--- src/rtl/loader_pkg.sv ---
// rtl/loader_pkg.sv - shared state encoding and width constants for the program loader
package loader_pkg;

  localparam int MAX_WORDS_DEFAULT = 128;
  localparam int WORD_W            = 32;
  localparam int BYTE_W            = 8;
  localparam int BYTES_PER_WORD    = WORD_W / BYTE_W;

  typedef enum logic [2:0] {
    ST_IDLE,
    ST_RECV,
    ST_WRITE,
    ST_DONE,
    ST_ERR
  } state_t;

endpackage

--- src/rtl/program_loader_if.sv ---
// rtl/program_loader_if.sv - byte stream in, instruction-memory write port out
interface program_loader_if;
  import loader_pkg::*;

  logic              in_valid;
  logic [BYTE_W-1:0] in_byte;
  logic              in_ready;
  logic [63:0]       addr_ext;
  logic              wen_ext;
  logic              ren_ext;
  logic [WORD_W-1:0] wdata_ext;

  modport master (
    input  in_valid, in_byte,
    output in_ready, addr_ext, wen_ext, ren_ext, wdata_ext
  );

  modport slave (
    output in_valid, in_byte,
    input  in_ready, addr_ext, wen_ext, ren_ext, wdata_ext
  );
endinterface

--- src/rtl/program_loader_byte_assembler.sv ---
// rtl/program_loader_byte_assembler.sv - packs four little-endian bytes into one word
module byte_assembler
  import loader_pkg::*;
(
  input  logic              clk,
  input  logic              arst_n,
  input  logic              i_clear,
  input  logic              i_xfer,
  input  logic [BYTE_W-1:0] i_byte,
  output logic [WORD_W-1:0] o_word,
  output logic              o_word_ready
);

  logic [1:0]        r_cnt;
  logic [WORD_W-1:0] r_word;
  logic [WORD_W-1:0] w_word;

  // o_word already includes the byte in flight, so the word is usable on the 4th transfer
  always_comb begin
    w_word = r_word;
    w_word[{r_cnt, 3'b000} +: BYTE_W] = i_byte;
  end

  always_ff @(posedge clk or negedge arst_n) begin
    if (!arst_n) begin
      r_cnt  <= 2'd0;
      r_word <= '0;
    end else if (i_clear) begin
      r_cnt  <= 2'd0;
      r_word <= '0;
    end else if (i_xfer) begin
      r_cnt  <= r_cnt + 2'd1;
      r_word <= w_word;
    end
  end

  assign o_word       = w_word;
  assign o_word_ready = i_xfer && (r_cnt == 2'd3) && !i_clear;

endmodule

--- src/rtl/program_loader.sv ---
// rtl/program_loader.sv - streams a program image into instruction memory, then enables the CPU
module program_loader
  import loader_pkg::*;
#(
  parameter int          MAX_WORDS = MAX_WORDS_DEFAULT,
  parameter logic [63:0] BASE_ADDR = 64'd0
) (
  input  logic                 clk,
  input  logic                 arst_n,
  input  logic                 start,
  input  logic [15:0]          word_count,
  input  logic                 abort,
  program_loader_if.master     bus,
  output logic                 cpu_enable,
  output logic                 busy,
  output logic                 done,
  output logic                 error,
  output logic [WORD_W-1:0]    checksum
);

  localparam int IDX_W = $clog2(MAX_WORDS + 1);

  state_t            r_state;
  state_t            w_next;
  logic [IDX_W-1:0]  r_index;
  logic [IDX_W-1:0]  r_count;
  logic [63:0]       r_addr;
  logic [WORD_W-1:0] r_wdata;
  logic [WORD_W-1:0] r_cksum;
  logic              r_wen;
  logic              r_in_ready;
  logic              r_busy;
  logic              r_done;
  logic              r_err;
  logic              r_cpu_en;

  logic              w_xfer;
  logic              w_idle_like;
  logic              w_count_ok;
  logic              w_load;
  logic              w_clear;
  logic              w_last;
  logic [WORD_W-1:0] w_word;
  logic              w_word_ready;

  assign w_xfer      = bus.in_valid && r_in_ready;
  assign w_idle_like = (r_state == ST_IDLE) || (r_state == ST_DONE) || (r_state == ST_ERR);
  assign w_count_ok  = (word_count != 16'd0) && (32'(word_count) <= 32'(MAX_WORDS));
  assign w_load      = !abort && start && w_idle_like && w_count_ok;
  assign w_clear     = abort || w_load;
  assign w_last      = (r_index == r_count - IDX_W'(1));

  byte_assembler u_asm (
    .clk          (clk),
    .arst_n       (arst_n),
    .i_clear      (w_clear),
    .i_xfer       (w_xfer),
    .i_byte       (bus.in_byte),
    .o_word       (w_word),
    .o_word_ready (w_word_ready)
  );

  always_comb begin
    w_next = r_state;
    if (abort) begin
      w_next = ST_IDLE;
    end else begin
      case (r_state)
        ST_IDLE, ST_DONE, ST_ERR: begin
          if (start) w_next = w_count_ok ? ST_RECV : ST_ERR;
        end
        ST_RECV:  if (w_word_ready) w_next = ST_WRITE;
        ST_WRITE: w_next = w_last ? ST_DONE : ST_RECV;
        default:  w_next = ST_IDLE;
      endcase
    end
  end

  always_ff @(posedge clk or negedge arst_n) begin
    if (!arst_n) begin
      r_state    <= ST_IDLE;
      r_index    <= '0;
      r_count    <= '0;
      r_addr     <= '0;
      r_wdata    <= '0;
      r_cksum    <= '0;
      r_wen      <= 1'b0;
      r_in_ready <= 1'b0;
      r_busy     <= 1'b0;
      r_done     <= 1'b0;
      r_err      <= 1'b0;
      r_cpu_en   <= 1'b0;
    end else begin
      r_state    <= w_next;
      r_wen      <= (w_next == ST_WRITE);
      r_in_ready <= (w_next == ST_RECV);
      r_busy     <= (w_next == ST_RECV) || (w_next == ST_WRITE);
      r_done     <= (w_next == ST_DONE);
      r_err      <= (w_next == ST_ERR);
      r_cpu_en   <= (w_next == ST_DONE);

      if (w_load) begin
        r_index <= '0;
        r_count <= IDX_W'(word_count);
        r_cksum <= '0;
      end else if (r_state == ST_WRITE && !abort) begin
        r_cksum <= r_cksum + r_wdata;
        if (!w_last) r_index <= r_index + IDX_W'(1);
      end

      // Address and data are captured on entry to WRITE and then held until the next word
      if (w_next == ST_WRITE) begin
        r_addr  <= BASE_ADDR + 64'(r_index) * 64'(BYTES_PER_WORD);
        r_wdata <= w_word;
      end
    end
  end

  assign bus.in_ready  = r_in_ready;
  assign bus.addr_ext  = r_addr;
  assign bus.wen_ext   = r_wen;
  assign bus.ren_ext   = 1'b0;
  assign bus.wdata_ext = r_wdata;
  assign cpu_enable    = r_cpu_en;
  assign busy          = r_busy;
  assign done          = r_done;
  assign error         = r_err;
  assign checksum      = r_cksum;

endmodule
--- src/flat_wrapper.sv ---
// flat-port wrapper written by rule: the top's interface ports become plain ports
module program_loader_flat import loader_pkg::*;
#(
  parameter int          MAX_WORDS = MAX_WORDS_DEFAULT,
  parameter logic [63:0] BASE_ADDR = 64'd0
)
  (clk, arst_n, start, word_count, abort, cpu_enable, busy, done, error, checksum, bus_in_valid, bus_in_byte, bus_in_ready, bus_addr_ext, bus_wen_ext, bus_ren_ext, bus_wdata_ext);
  program_loader_if bus_i ();
  input  logic clk;
  input  logic arst_n;
  input  logic start;
  input  logic [15:0] word_count;
  input  logic abort;
  output logic cpu_enable;
  output logic busy;
  output logic done;
  output logic error;
  output logic [WORD_W-1:0] checksum;
  input wire logic [$bits(bus_i.in_valid)-1:0] bus_in_valid;
  input wire logic [$bits(bus_i.in_byte)-1:0] bus_in_byte;
  output wire logic [$bits(bus_i.in_ready)-1:0] bus_in_ready;
  output wire logic [$bits(bus_i.addr_ext)-1:0] bus_addr_ext;
  output wire logic [$bits(bus_i.wen_ext)-1:0] bus_wen_ext;
  output wire logic [$bits(bus_i.ren_ext)-1:0] bus_ren_ext;
  output wire logic [$bits(bus_i.wdata_ext)-1:0] bus_wdata_ext;
  assign bus_i.in_valid = bus_in_valid;
  assign bus_i.in_byte = bus_in_byte;
  assign bus_in_ready = bus_i.in_ready;
  assign bus_addr_ext = bus_i.addr_ext;
  assign bus_wen_ext = bus_i.wen_ext;
  assign bus_ren_ext = bus_i.ren_ext;
  assign bus_wdata_ext = bus_i.wdata_ext;
  program_loader #(.MAX_WORDS(MAX_WORDS), .BASE_ADDR(BASE_ADDR)) u_core (.clk(clk), .arst_n(arst_n), .start(start), .word_count(word_count), .abort(abort), .bus(bus_i), .cpu_enable(cpu_enable), .busy(busy), .done(done), .error(error), .checksum(checksum));
endmodule
--- config.mk ---
export PLATFORM = sky130hd
export DESIGN_NAME = program_loader_flat
export DESIGN_NICKNAME = d
export VERILOG_FILES = /design/src/rtl/loader_pkg.sv /design/src/rtl/program_loader_if.sv /design/src/rtl/program_loader_byte_assembler.sv /design/src/rtl/program_loader.sv /design/src/flat_wrapper.sv
export SDC_FILE = /design/constraint.sdc
export NUM_CORES = 1
export LEC_CHECK = 0
export BUFFER_PORTS_ARGS = -buffer_cell sky130_fd_sc_hd__buf_2
export CORE_MARGIN = 4
export CORE_UTILIZATION = 60
export CTS_CLUSTER_DIAMETER = 120
export CTS_CLUSTER_SIZE = 30
export DETAILED_ROUTE_END_ITERATION = 7
export GPL_TIMING_DRIVEN = 0
export PLACE_DENSITY = 0.92
export SLEW_MARGIN = 20
export SYNTH_ARGS = -nofsm -noshare
export SYNTH_HDL_FRONTEND = slang
export SYNTH_SLANG_ARGS = --single-unit
--- constraint.sdc ---
create_clock -name clk -period 8.7 [get_ports clk]
set_input_delay 0.87 -clock clk [delete_from_list [all_inputs] [get_ports clk]]
set_output_delay 0.87 -clock clk [all_outputs]
set_load 0.01 [all_outputs]
# Word level (Yosys, flattened, before mapping)
# Index checks and enable logic that the tools add are counted.
# op_classes
muxes	16
n_addsub	5
bitwise_logic	0
n_eq_ne	11
multipliers	0
reduce_logical	20
magnitude_cmp	1
shifts	2
div	0
# ops
op	count
$mux W32	4
$add A32 B32 Y32	1
$bwmux W32	1
$shift A8 B7 Y32 const A	1
$shiftx A8 B7 Y32	1
$mux W8	3
$le A16 B8 Y1 const B	1
$reduce_bool A16 Y1	1
$eq A3 B2 Y1 const B	4
$mux W3	4
$pmux W3 S3	1
$add A8 B1 Y8 const B	1
$eq A8 B8 Y1	1
$logic_and A1 B1 Y1	8
$sub A8 B1 Y8 const B	1
$neg A5 Y7	1
$eq A3 B1 Y1 const B	2
$eq A3 B3 Y1 const B	2
$mux W2	3
$logic_or A1 B1 Y1	4
$reduce_bool A2 Y1	2
$logic_not A3 Y1	1
$reduce_or A3 Y1	1
$add A2 B1 Y2 const B	1
other kinds (4)	5
# totals
ff_bits	130
mem_bits_ro	0
out_inout_bits	135
latch_bits	0
memories	0
input_bits	29
elab_cells	68
ramBits	0

# Longest topological paths before layout
# logic_depth
word_depth	13
ltp_mapped	11
mapped_depth_nobuf	11

# Modules after synthesis
# A second synthesis with hierarchy kept.
# unflattened
hier_cells	831
hier_area_um2	7998.9
# by_module_without_submodules
module	n_inst	seq_area_each_um2	cells_per_inst	area_per_inst_um2
program_loader	1	2402.3	613	6050.8
byte_assembler	1	850.8	218	1948.1

# Worst setup path after synthesis
# No wires, ideal clock.
# synth_path
kind	input to register
start	input port word_count[2]
end	register u_core.r_cksum[10] (netlist: u_core.checksum[10])
t_required_ps	8565
arrival_time_ps	2779
n_path_buf	3
stages	8
setup_ps	135
path_slack_ps	5787
cell_sequence	or4_1 nor4_1 xor2_1 nor4_1 buf_2 buf_2 buf_2 o22ai_1
# synth_between
elab_chain_cells	4
word_cells_on_any_way	6
cone_classes	order compare: 1; mux: 1; reduce/logical: 4
# synth_rtl
element	line	source
start: declaration	flat_wrapper.sv:12	input logic [15:0] word_count;
$le A16 B8 Y1 / $reduce_bool A16 Y1 (equally long branches)	program_loader.sv:48	assign w_count_ok = (word_count != 16'd0) && (32'(word_count) <= 32'(MAX_WORDS));
$logic_and A1 B1 Y1 (*)	program_loader.sv:48	
$logic_and A1 B1 Y1 (*)	program_loader.sv:49	assign w_load = !abort && start && w_idle_like && w_count_ok;
$mux W32 / $reduce_bool A2 Y1 (equally long branches)	n/a	
end signal: assignment	program_loader.sv:107	r_cksum <= r_cksum + r_wdata;
end: declaration	program_loader.sv:29	logic [WORD_W-1:0] r_cksum;
# Mark *: on every way between the ends. The rest lies on a longest branch, timed or not.
# A chain may end at the register's enable or synchronous reset.

# Worst setup path in the final report
# layout_path
start	input port word_count[2]
end	register u_core.r_cksum[13] (netlist: u_core.checksum[13])
# The elaborated chain is that of the path after synthesis.

==> metrics <==
Worst Path Buf+Inv=3; setup violators final=0; outcome=completed; Worst EP arrival=3690 ps; Post-CTS Setup Bufs=0; period utilization=39.39%; Final GP Congestion=0.9362; CP Capture Type=register; die width=122.1 um; register area share after synthesis=41.66%; vias per cell=5.998; Tmin final=3427 ps; Clock transition at path regs=50 ps; Req. time, crit path=8960 ps; Least-Margin Pin Slew=1184 ps; Antenna Nets Post-Route=0; Post-synth EDFFs=0; Iter 0 DRT Violations=781; crit path max fanout=10; drt pass-1 iters=8; number of CTS-inserted buffers=17; FILL cells=802; Fin. Hold Viols=0; CTS root buf=clkbuf_16; share of cells above drive strength 1=20.38%; Syn Inst Count=873; Post-CTS Hold Buffers=0; IO Port Bufs=97; max-slew violations=0; #FFs+latches synth=130; critical-path cell list=buf_2, or4_1, nor4_1, xor2_1, nor4_1, buf_2, buf_1, o22ai_1; CTS tree=done; Reg-to-Reg Start=u_core.bus.wdata_ext[0]$_DFFE_PN0N_; nets=1115; Leakage=0.004785 uW; largest net degree at the start of global routing=85; gr usage total=30.75%; antenna cells=0; Clk Latency, worst-skew pair=420 ps; Die Ht=122.1 um; worst hold path class=in2async; # clock sinks=130; initial antenna violation count=0; yosys synthesis warning count=0; die area=14900 um2; switch share=22.79%; clock network power share=52.3%; Post-Syn Area=7809 um2; setup TNS=0 ps; number of global-route vias before repair=7137; IO Pins=164; Synth async-reset ratio=100.0%; Synth cell types=67; Residual DRC=0; cells on worst reg2reg path=11; Final Core Density=74.77%; starting density of the core=61.63%; Fmax=0.2918 GHz; register-to-register setup slack=5480 ps; P_sw=369.0 uW; Slew headroom=20.49%; dpl hpwl=15.37 mm; first-pass GRT wire length=36.11 mm; pwr/cell area=170.9 nW/um2; Comb pwr share=8.8%; Worst setup SP type=input pin; Area Growth Syn to Fin=21.33%; syn_area_per_cell=8.945 um2; CTS max path bufs=2; core footprint=12670 um2; GR Overflow Total=0; RSZ-0062 raised after global routing=false; H-tree depth=4; Slowest-stage cell, CP=buf_1; Reg power frac=38.9%; max incr delay on CP=580 ps; DR vias=7389; critical path class=in2reg; routed len/inst=18.44 um; CP top delay family=simple AND/OR/NAND/NOR gates; Most used DFF post-synth=dfrtp_1; r2r endpoint=u_core.checksum[28]$_DFFE_PN0P_; Peak VDD IR=145.2 uV; clock skew=6.183 ps; Power Internal=1250 uW; MaxCap Viol Count=0; FP Rows=41; final WL=22.72 mm; cts repair resizes=0
==> cell families after synthesis <==
group / share of synthesized area [%]
and+or+nand+nor: 17.51
AOI/OAI and AO/OA: 19.52
DFF: 41.66
buffers and inverters: 8.909
xor gates and xnor gates: 4.486
adders and majority gates: 6.345
muxes: 1.522
other: 0.04802
==> through the flow <==
step	area, um2	setup WS (ps)	hold WS (ps)	instances	power (uW)
after floorplan	8019	5787	478.2	929	727.7
after global placement	8720	5091	454.7	1198	768.0
after detailed placement	8773	5048	465.7	1200	775.6
after CTS	9474	5392	213.2	1232	1615
after global routing	9474	5068	211.7	1232	1662
final	9474	5273	218.3	1232	1619
==> layer usage <==
layer | track usage (%) | vias to the layer above | part of all wire, %
met1 | 38.89 | 3424 | 36
met3 | 5.617 | 140 | 10
met5 | 0 | - | 0
li1 | - | 3303 | -
met4 | 18.19 | 0 | 6.0
met2 | 49.45 | 522 | 48
==> sequential cells by signal (all words and copies together), names as in the netlist, 2 cells and up <==
register and count:
u_core.r_count 8, u_core.bus.wdata_ext 32, u_core.r_state 3, u_core.r_index 8
u_core.checksum 32, u_core.u_asm.r_word 32, u_core.u_asm.r_cnt 2, u_core.bus.addr_ext 8
==> cell type report <==
type	count	area, um2	share of cell area, %
Tap cell	172	215.2	2.272
Multi-Input combinational cell	678	4070	42.96
Buffer	105	635.6	6.709
Clock buffer	20	446.7	4.715
Inverter	16	60.06	0.6339
Clock inverter	12	254.0	2.681
Sequential cell	130	3253	34.34
Timing Repair Buffer	99	539.3	5.692
==> power groups by stage <==
stage / sequential [uW] / combinational, uW / clock [uW]
after floorplan: 642 / 85.5 / 0
after global placement: 640 / 128 / 0
after detailed placement: 640 / 136 / 0
after CTS: 630 / 139 / 846
after global routing: 631 / 154 / 876
final: 630 / 142 / 847
==> Yosys cell counts, types with 3 or more instances <==
library cell	instances	share of area [%]
o21ai_1	30	1.9
nand2b_1	7	0.56
and2_0	4	0.32
buf_4	61	5.9
nor2b_1	36	2.9
or3_1	5	0.40
nand3b_1	3	0.29
nor2_1	58	2.8
inv_1	15	0.72
and2_1	5	0.40
o21ai_0	54	3.5
nand4_1	9	0.72
a31oi_1	5	0.40
nor4_1	5	0.40
a211oi_1	6	0.58
o21a_1	6	0.58
mux2i_1	4	0.51
xnor2_1	24	2.7
nand3_1	7	0.45
mux2_1	5	0.72
a22oi_1	32	3.1
dfrtp_1	130	42
nor3_1	12	0.77
xor2_1	16	1.8
buf_1	13	0.62
nand2_1	118	5.7
clkbuf_1	21	1.0
a21o_1	10	0.96
o21bai_1	7	0.67
buf_2	10	0.64
a21oi_1	61	3.9
ha_1	38	6.1
o22ai_1	14	1.1
==> how the worst max path moves through the flow <==
stage                        startpoint                              end  slack [ps]  depth (start not counted)
after floorplan           word_count[2]  u_core.checksum[10]$_DFFE_PN0P_        5790                          8
after global placement    word_count[2]  u_core.checksum[10]$_DFFE_PN0P_        5090                          9
after detailed placement  word_count[2]   u_core.checksum[9]$_DFFE_PN0P_        5050                          9
after CTS                 word_count[2]   u_core.checksum[9]$_DFFE_PN0P_        5390                          9
after global routing      word_count[2]   u_core.checksum[9]$_DFFE_PN0P_        5070                          9
final                     word_count[2]  u_core.checksum[13]$_DFFE_PN0P_        5270                          8
==> cells in the final DEF, fill, tap and decap left out, types with 6 or more instances in the layout <==
cell type	synthesis	routed
a211oi_1	6	6
a21o_1	10	10
a21oi_1	61	61
a22oi_1	32	32
buf_1	13	13
buf_2	10	106
buf_4	61	61
bufinv_16	0	7
clkbuf_1	21	23
clkbuf_16	0	17
conb_1	1	57
dfrtp_1	130	130
ha_1	38	38
inv_1	15	15
nand2_1	118	118
nand2b_1	7	7
nand3_1	7	7
nand4_1	9	9
nor2_1	58	58
nor2b_1	36	36
nor3_1	12	12
o21a_1	6	6
o21ai_0	54	54
o21ai_1	30	30
o21bai_1	7	7
o22ai_1	14	14
xnor2_1	24	24
xor2_1	16	16
(Power assumes the default switching activity.)
